$ cat config.mk
export PLATFORM = sky130hd
export DESIGN_NAME = control_sequencer
export DESIGN_NICKNAME = d
export VERILOG_FILES = /design/src/rtl/control_sequencer_pkg.sv /design/src/rtl/control_sequencer_cond.sv /design/src/rtl/control_sequencer.sv
export SDC_FILE = /design/constraint.sdc
export NUM_CORES = 1
export LEC_CHECK = 0
export BUFFER_PORTS_ARGS = -buffer_cell sky130_fd_sc_hd__clkbuf_2
export CORE_MARGIN = 3
export CORE_UTILIZATION = 40
export DETAILED_ROUTE_END_ITERATION = 6
export GPL_ROUTABILITY_DRIVEN = 0
export HOLD_SLACK_MARGIN = 0.15
export PLACE_DENSITY = 0.71
export SYNTH_ARGS = -nofsm -noshare
export SYNTH_HDL_FRONTEND = slang
export SYNTH_HIERARCHICAL = 1
export SYNTH_SLANG_ARGS = --single-unit
$ cat constraint.sdc
create_clock -name clk -period 4.1 [get_ports clk]
set_clock_uncertainty 0.2 [all_clocks]
set_input_delay 0.41 -clock clk [delete_from_list [all_inputs] [get_ports clk]]
set_output_delay 0.41 -clock clk [all_outputs]
set_load 0.1 [all_outputs]
$ cat src/rtl/control_sequencer_pkg.sv
// Shared definitions for the control sequencer: state indices into the
// one-hot state vector, instruction class and branch condition codes,
// status bit positions and a helper that builds a one-hot state word.
package control_sequencer_pkg;

  localparam int NUM_STATES = 13;

  // Bit position of each state inside the one-hot state vector.
  typedef enum logic [3:0] {
    S_FETCH      = 4'd0,
    S_DECODE     = 4'd1,
    S_OPERAND    = 4'd2,
    S_ALU_EXEC   = 4'd3,
    S_ALU_IMM    = 4'd4,
    S_MEM_ACCESS = 4'd5,
    S_BR_EVAL    = 4'd6,
    S_BR_TAKE    = 4'd7,
    S_ADDR_CALC  = 4'd8,
    S_SHIFT      = 4'd9,
    S_CALL_LINK  = 4'd10,
    S_PC_INC     = 4'd11,
    S_TRAP       = 4'd12
  } state_idx_e;

  // Instruction class carried in ir[15:14].
  typedef enum logic [1:0] {
    CLS_ALU    = 2'b00,
    CLS_MEM    = 2'b01,
    CLS_BRANCH = 2'b10,
    CLS_SYS    = 2'b11
  } instr_class_e;

  // Branch condition carried in ir[10:8].
  typedef enum logic [2:0] {
    COND_JMP = 3'b000,
    COND_BA  = 3'b001,
    COND_BNE = 3'b010,
    COND_BE  = 3'b011,
    COND_BG  = 3'b100,
    COND_BLE = 3'b101,
    COND_BGE = 3'b110,
    COND_BL  = 3'b111
  } branch_cond_e;

  // Positions inside the status bus.
  localparam int ST_Z   = 0;
  localparam int ST_N   = 1;
  localparam int ST_V   = 2;
  localparam int ST_C   = 3;
  localparam int ST_IRQ = 4;

  function automatic logic [NUM_STATES-1:0] state_bit(input state_idx_e s);
    state_bit = NUM_STATES'(1) << s;
  endfunction

endpackage

$ cat src/rtl/control_sequencer_cond.sv
// branch_cond_eval: decides whether a conditional branch is taken from the
// 3-bit condition code and the Z/N/V status flags.
module branch_cond_eval
  import control_sequencer_pkg::*;
(
  input  logic [2:0] cond,
  input  logic [4:0] status,
  output logic       taken
);

  logic z, n, v, lt;
  logic unused_status;

  assign z  = status[ST_Z];
  assign n  = status[ST_N];
  assign v  = status[ST_V];
  assign lt = n ^ v;
  // Carry and interrupt request play no part in branch decisions.
  assign unused_status = status[ST_C] ^ status[ST_IRQ];

  // Signed-compare style condition table.
  always_comb begin
    taken = 1'b0;
    case (branch_cond_e'(cond))
      COND_JMP: taken = 1'b1;
      COND_BA:  taken = 1'b1;
      COND_BNE: taken = ~z;
      COND_BE:  taken = z;
      COND_BG:  taken = ~z & ~lt;
      COND_BLE: taken = z | lt;
      COND_BGE: taken = ~lt;
      COND_BL:  taken = lt;
      default:  taken = 1'b0;
    endcase
  end

endmodule

$ cat src/rtl/control_sequencer.sv
// control_sequencer: one-hot instruction control FSM (fetch, decode,
// execute, branch, memory access, interrupt trap).
// Optional build macro SEQ_MEM_TIMEOUT_EN adds a memory wait timeout that
// forces TRAP and pulses bus_err; without it waits are unbounded.
//
// Memory handshake: mem_req is high while the FSM sits in FETCH or
// MEM_ACCESS; the access completes on the rising edge where mem_ready=1,
// and the FSM holds its state for every cycle mem_ready=0.
module control_sequencer
  import control_sequencer_pkg::*;
#(
  parameter int unsigned TIMEOUT_CYCLES = 15
)
(
  input  logic        clk,
  input  logic        rst_n,
  input  logic [15:0] ir,
  input  logic [4:0]  status,
  input  logic        mem_ready,
  output logic [12:0] state,
  output logic        mem_req,
  output logic        mem_rw,
  output logic        ir_load,
  output logic        bus_err
);

  if (TIMEOUT_CYCLES < 2 || TIMEOUT_CYCLES > 255) begin : g_bad_timeout
    $error("TIMEOUT_CYCLES must be in 2..255");
  end

  logic [NUM_STATES-1:0] state_q, state_d;
  logic onehot_ok;
  logic taken;
  logic timeout;
  logic unused_ir;

  assign onehot_ok = $onehot(state_q);
  // Opcode bits consumed by the datapath, not by sequencing.
  assign unused_ir = ^{ir[12], ir[7:5], ir[3:0]};

  branch_cond_eval u_cond (
    .cond   (ir[10:8]),
    .status (status),
    .taken  (taken)
  );

`ifdef SEQ_MEM_TIMEOUT_EN
  logic [7:0] wait_cnt_q;
  logic       waiting;
  logic       bus_err_q;

  assign waiting = onehot_ok & (state_q[S_FETCH] | state_q[S_MEM_ACCESS]) & ~mem_ready;
  // The limit is hit on the wait cycle that would make the count reach
  // TIMEOUT_CYCLES; a cycle with mem_ready=1 is not a wait, so it wins.
  assign timeout = waiting && (wait_cnt_q == 8'(TIMEOUT_CYCLES - 1));

  // Consecutive wait counter and the one-cycle bus error flag for TRAP.
  always_ff @(posedge clk or negedge rst_n) begin
    if (!rst_n) begin
      wait_cnt_q <= 8'd0;
      bus_err_q  <= 1'b0;
    end else begin
      wait_cnt_q <= waiting ? wait_cnt_q + 8'd1 : 8'd0;
      bus_err_q  <= timeout;
    end
  end

  assign bus_err = bus_err_q;
`else
  assign timeout = 1'b0;
  assign bus_err = 1'b0;
`endif

  // State register; reset forces FETCH.
  always_ff @(posedge clk or negedge rst_n) begin
    if (!rst_n) state_q <= state_bit(S_FETCH);
    else        state_q <= state_d;
  end

  // Next-state decode; any corrupted (non-one-hot) value falls back to FETCH.
  always_comb begin
    state_d = state_bit(S_FETCH);
    if (onehot_ok) begin
      case (1'b1)
        state_q[S_FETCH]:
          state_d = mem_ready ? state_bit(S_DECODE) : state_bit(S_FETCH);
        state_q[S_DECODE]:
          case (instr_class_e'(ir[15:14]))
            CLS_ALU:    state_d = state_bit(S_OPERAND);
            CLS_MEM:    state_d = state_bit(S_ADDR_CALC);
            CLS_BRANCH: state_d = state_bit(S_BR_EVAL);
            default:    state_d = ir[13] ? state_bit(S_CALL_LINK) : state_bit(S_SHIFT);
          endcase
        state_q[S_OPERAND]:
          state_d = ir[4] ? state_bit(S_ALU_IMM) : state_bit(S_ALU_EXEC);
        state_q[S_ALU_EXEC]:   state_d = state_bit(S_PC_INC);
        state_q[S_ALU_IMM]:    state_d = state_bit(S_PC_INC);
        state_q[S_SHIFT]:      state_d = state_bit(S_PC_INC);
        state_q[S_ADDR_CALC]:  state_d = state_bit(S_MEM_ACCESS);
        state_q[S_MEM_ACCESS]:
          state_d = mem_ready ? state_bit(S_PC_INC) : state_bit(S_MEM_ACCESS);
        state_q[S_BR_EVAL]:
          state_d = taken ? state_bit(S_BR_TAKE) : state_bit(S_PC_INC);
        state_q[S_CALL_LINK]:  state_d = state_bit(S_BR_TAKE);
        state_q[S_BR_TAKE]:    state_d = state_bit(S_FETCH);
        state_q[S_PC_INC]:
          state_d = status[ST_IRQ] ? state_bit(S_TRAP) : state_bit(S_FETCH);
        state_q[S_TRAP]:       state_d = state_bit(S_FETCH);
        default:               state_d = state_bit(S_FETCH);
      endcase
      if (timeout) state_d = state_bit(S_TRAP);
    end
  end

  assign state   = state_q;
  assign mem_req = state_q[S_FETCH] | state_q[S_MEM_ACCESS];
  assign mem_rw  = state_q[S_MEM_ACCESS] & ir[11];
  assign ir_load = state_q[S_FETCH] & mem_ready;

endmodule

==> results.txt, run 1 <==
Status: complete, but fails checks
Failing checks: negative setup slack
FF/Latch Area: 337 um^2
Vias per std cell: 5.25
CP max stage cell: dfstp_4
Synth area leaders: dfrtp_1 29%, fa_1 15%, nor4_2 9.7%, inv_1 5.4%, ha_1 3.6%
Die ar.: 3230 um^2
Net Count, Synth: 129
Grt total ovfl: 0
Final setup violation count: 13
CP top delay family: adder cells
CP Launch Type: flop
Area of the multi-input gates: 659 um^2
RSZ-0062 raised after global routing: true
Clk Latency, worst-skew pair: 0.27 ns
Commonest cells post-synth: 15 x inv_1, 12 x dfrtp_1, 8 x fa_1, 8 x nor4_2, 7 x nand2_1
Post-Syn Instances: 94
Core ar.: 2340 um^2
Fin cells: 164
Clk buf depth: 2
GRT Total Usage: 15.7%
Dpl cells: 158
Top-count cell post-synth: inv_1
Crit-path max FO: 8
Root buf cell: clkbuf_4
Antenna Violating Nets Remaining: 0
Number of buffers and inverters on the critical path: 1
Sequential area share after synthesis: 31.6%
Tightest Hold Check Type: in2reg
Post-DP HPWL: 1970 um
CP required: 4.08 ns
Clk slew on worst S/H paths: 0.08 ns
Die width: 56.8 um
CP endpoint kind: flop
Static leakage: 0.627 nW
Max FFs per register: 13
CP dominant cell by count: fa_1
Cts bufs inserted: 3
Share of layout cells above drive strength 1: 50.0%
Initial Util: 44.2%
MaxCap Viol Count: 0
WL/cell: 14.0 um
CTS tree: yes
Max H-tree Level: 1
Site Rows: 17
Main synth FF type: dfrtp_1
First-pass GRT wire length: 4000 um
Synth unique cells: 31
Drt total wl: 2300 um
DRC: 0
Minimum clock period: 4.42 ns
# diodes: 0
F_max: 226 MHz
Vias in the first global route: 890
Antenna violations before repair: 0
Crit path cell chain: fa_1, fa_1, inv_2, fa_1, fa_1, fa_2, fa_1, nor3b_4, nand2b_4, nor4b_2
Syn Area/Cell: 11.0 um^2
Largest area contributor in the synthesized netlist: dfrtp_1
Fin nets: 172
Tcrit/Tclk final: 108%
Kind of critical path: reg2reg
Yosys reg bits: 13
Worst VDD drop: 0.455 mV
CTS sink cnt: 13
Fill cells: 208
Layout area overhead: 32.0%
Post-synth top area share: 29.1%
Post-synth EDFFs: 0
Pwr dens: 453 nW/um^2
Post-route setup slack: -0.325 ns
Warnings, synthesis: 6
Hold Slack: 0.198 ns
# port buffers: 30
Die height: 56.8 um
Largest net degree at the start of global routing: 14
Final Hold Viols: 0
Relative slew slack: 63.7%
Fin. max-slew vios: 0
Async set or reset register ratio after synthesis: 100%
Mapped Area: 1030 um^2
Critical Path Max Stage Delay: 0.62 ns
Drt initial violations: 31
I/O pin count: 41
Worst-margin pin slew: 0.547 ns
Worst endpoint data arrival time: 4.40 ns
Drt first pass iters: 4
Via count: 861
[worst reg2reg max path: stages, from the launching register on]
cell and delay [ns]:
dfstp_4 0.62, fa_1 0.42, fa_1 0.52, inv_2 0.04, fa_1 0.49, fa_1 0.43
fa_2 0.37, fa_1 0.49, nor3b_4 0.30, nand2b_4 0.19, nor4b_2 0.27
[area by class of cell]
type	instances	share of cell area [%]
Multi-Input combinational cell	63	48.3
Sequential cell	13	24.7
Clock buffer	4	1.93
Tap cell	28	2.57
Inverter	15	4.13
Timing Repair Buffer	41	18.3
[repair_timing]
item                                    CTS  global route
hold buffers                              2             0
buffers inserted                          1             0
pin swaps                                 0             4
hold endpoints to repair                 14             0
resized for setup                         3             3
endpoints found under the setup margin   13            13
[worst paths after layout]
kind / start / endpoint / slack (ns) / cells past startpoint
worst max-delay path: state[0] / state[8] / -0.32 / 10
worst min-delay path: ir[14] / state[2] / 0.20 / 2
worst max register to register: state[0] / state[8] / -0.32 / 10
worst min register to register: state[10] / state[12] / 0.43 / 3
max in group asynchronous: rst_n / state[0] / 3.06 / 2
min in group asynchronous: rst_n / state[12] / 0.36 / 2
[layout by cell type (no fill, tap or decap), drive strengths merged, types with 2 or more instances in the layout]
cell / netlist / routed
dfrtp: 12 / 12
inv: 15 / 15
buf: 3 / 9
ha: 3 / 3
nor4b: 2 / 2
dlygate4sd3: 0 / 2
nand2: 7 / 7
nor4: 8 / 8
nor2: 2 / 2
fa: 8 / 8
or3b: 2 / 2
o21ai: 4 / 4
nor2b: 3 / 3
clkbuf: 0 / 34
nor3: 4 / 4
nand2b: 6 / 6
and2: 2 / 2
[metrics by stage]
step | setup TNS, ns | util, % | setup WS [ns] | power (mW) | area (um^2)
floorplan | -4.69 | - | -0.418 | 0.443 | 1050
global placement | -3.09 | 54.9 | -0.321 | 0.512 | 1280
detailed placement | -4.05 | 54.9 | -0.424 | 0.526 | 1280
CTS | -4.21 | 57.4 | -0.384 | 0.619 | 1340
global route | -5.19 | 58.3 | -0.466 | 0.660 | 1360
finish | -3.23 | 58.3 | -0.325 | 0.618 | 1360
[cell families (layout without fill, tap and decap cells)]
kind of cell | after synthesis | after routing | share of synthesized area [%]
AO/OA/AOI/OAI | 9 | 9 | 8.11
AND/OR/NAND/NOR | 41 | 41 | 31.6
buffers and inverters | 18 | 60 | 8.35
other | 1 | 1 | 0.363
flip-flops | 13 | 13 | 31.6
XOR/XNOR | 1 | 1 | 0.848
adder cells (fa/ha/maj) | 11 | 11 | 19.1
[routing by layer]
metal | GRT usage (%) | vias up | routed length (um)
li1 | - | 405 | -
met5 | 0 | - | 0
met4 | 2.98 | 0 | 21
met3 | 2.76 | 2 | 140
met1 | 18.7 | 427 | 891
met2 | 29.2 | 27 | 1250
[report_power, final]
group	switching, mW	internal [mW]
Combinational	0.267	0.122
Clock	0.0391	0.0376
Sequential	0.00833	0.144
Total	0.315	0.304
Power figures use the tool's default switching activity.
==> run 2: changes to the inputs <==
Settings changed: CORE_UTILIZATION 40 to 43, PLACE_DENSITY 0.71 to 0.75, SETUP_SLACK_MARGIN from default to 0.05.
==> run 2 against run 1 <==
The flow still finishes with violations (negative setup slack). Final area grew 1.3%. Combinational power grew 5.1%. Critical path depth is the same. Worst hold slack lost 0.025 ns. Sequential share of layout area shrank 0.31 points. Setup slack lost 0.050 ns. Critical endpoint is now state[10]. Largest power group unchanged.
==> results.txt, run 2 (same netlist as run 1, synthesis figures left out) <==
Max H-tree Level: 1
Hold Slack: 0.172 ns
CTS tree: yes
Die height: 55.0 um
F_max: 223 MHz
# port buffers: 30
Crit path cell chain: fa_1, fa_1, inv_2, fa_1, fa_1, fa_2, fa_1, nor3b_4, nand2b_4, nor4_4
CP max stage cell: dfstp_4
Post-route setup slack: -0.375 ns
Root buf cell: clkbuf_4
Fin. max-slew vios: 0
CTS sink cnt: 13
Layout area overhead: 33.7%
Most common cell after layout, fill and taps aside: clkbuf_2
Vias in the first global route: 876
Largest net degree at the start of global routing: 14
Antenna violations before repair: 0
Relative slew slack: 63.3%
Minimum clock period: 4.47 ns
Critical Path Max Stage Delay: 0.63 ns
Tcrit/Tclk final: 109%
Fin nets: 175
Clk slew on worst S/H paths: 0.08 ns
Initial Util: 45.8%
DRC: 0
RSZ-0062 raised after global routing: true
CP Launch Type: flop
Status: complete, but fails checks
Met3 WL post-DR: 152 um
Crit-path max FO: 8
WL/cell: 14.4 um
Drt total wl: 2400 um
Worst VDD drop: 0.379 mV
CP endpoint kind: flop
Clk buf depth: 2
Worst-margin pin slew: 0.554 ns
Post-DP HPWL: 2020 um
CP required: 4.09 ns
Clk Latency, worst-skew pair: 0.28 ns
Max FFs per register: 13
CP dominant cell by count: fa_1
Worst endpoint data arrival time: 4.46 ns
I/O pin count: 41
Failing checks: negative setup slack
MaxCap Viol Count: 0
Final core utilization: 61.3%
Drt initial violations: 6
Number of buffers and inverters on the critical path: 1
Die ar.: 3030 um^2
Die width: 55.0 um
Met2 WL: 1320 um
CP top delay family: adder cells
# diodes: 0
Antenna Violating Nets Remaining: 0
Most frequent cells in the layout: 30 x clkbuf_2, 14 x inv_1, 10 x buf_4
Cts bufs inserted: 3
Kind of critical path: reg2reg
Site Rows: 17
Via count: 856
Tightest Hold Check Type: in2reg
Static leakage: 0.639 nW
Vias per std cell: 5.13
Highest metal used: met4
Pwr dens: 465 nW/um^2
Final Hold Viols: 0
Grt total ovfl: 0
Core ar.: 2250 um^2
GRT Total Usage: 17.8%
Final setup violation count: 13
First-pass GRT wire length: 3680 um
WL met1: 880 um
Share of layout cells above drive strength 1: 51.1%
Drt first pass iters: 6
## run 2: cell types whose count changed in the layout (fill, tap and decap cells not counted), sizes merged
cell,previous run,this run
buf,9,12
## run 2: metal layers
metal,GRT usage (%),up-vias
met5,0,-
met3,4.02,4
met1,19.5,419
met4,8.10,0
li1,-,409
met2,32.3,24
## run 2: final cells by class
cell class | instances | area (um^2)
inverters | 15 | 56.3
clock buffers | 4 | 26.3
repair buffers | 44 | 268
well taps | 28 | 35.0
fillers | 210 | 873
multi-input cells | 63 | 659
flip-flops and latches | 13 | 337
## run 2: timing repair
| item | in CTS | in global routing |
|---|---|---|
| endpoints found under the setup margin | 13 | 13 |
| gates resized for setup | 4 | 4 |
| hold endpoints to repair | 14 | 0 |
| pin swaps | 3 | 5 |
| setup buffers | 1 | 2 |
| hold buffers | 2 | 0 |
## run 2: power breakdown
group | internal [mW] | total [mW] | switching, mW
sequential | 0.144 | 0.153 | 0.00871
clock | 0.0378 | 0.0810 | 0.0432
combinational | 0.136 | 0.409 | 0.273
total | 0.318 | 0.643 | 0.325
## run 2: worst register-to-register path, delay by kind of cell (launching register included)
family,cells,cell delay (ns)
adder cells (fa/ha/maj),6,2.78
flip-flops,1,0.63
AND/OR/NAND/NOR,3,0.73
buffers and inverters,1,0.05
## run 2: metrics by stage
| step | total power, mW | area (um^2) | std cells | worst slack [ns] | TNS (ns) |
|---|---|---|---|---|---|
| 2_1_floorplan | 0.443 | 1050 | 94 | -0.418 | -4.69 |
| 4_1_cts | 0.629 | 1350 | 166 | -0.414 | -4.52 |
| 5_1_grt | 0.678 | 1380 | 167 | -0.522 | -5.74 |
| 6_report | 0.643 | 1380 | 167 | -0.375 | -4.19 |
| 3_5_place_dp | 0.529 | 1280 | 159 | -0.467 | -4.59 |
| 3_3_place_gp | 0.510 | 1280 | 159 | -0.318 | -3.04 |
## run 2: final timing paths
check                              start  cells past startpoint  slack [ns]        end
worst max-delay path            state[0]                     10       -0.37  state[10]
worst min-delay path              ir[14]                      2        0.17   state[6]
max in group asynchronous          rst_n                      2        3.06   state[0]
worst min register to register  state[8]                      3        0.44  state[12]
min in group asynchronous          rst_n                      2        0.35   state[1]
worst max register to register  state[0]                     10       -0.37  state[10]
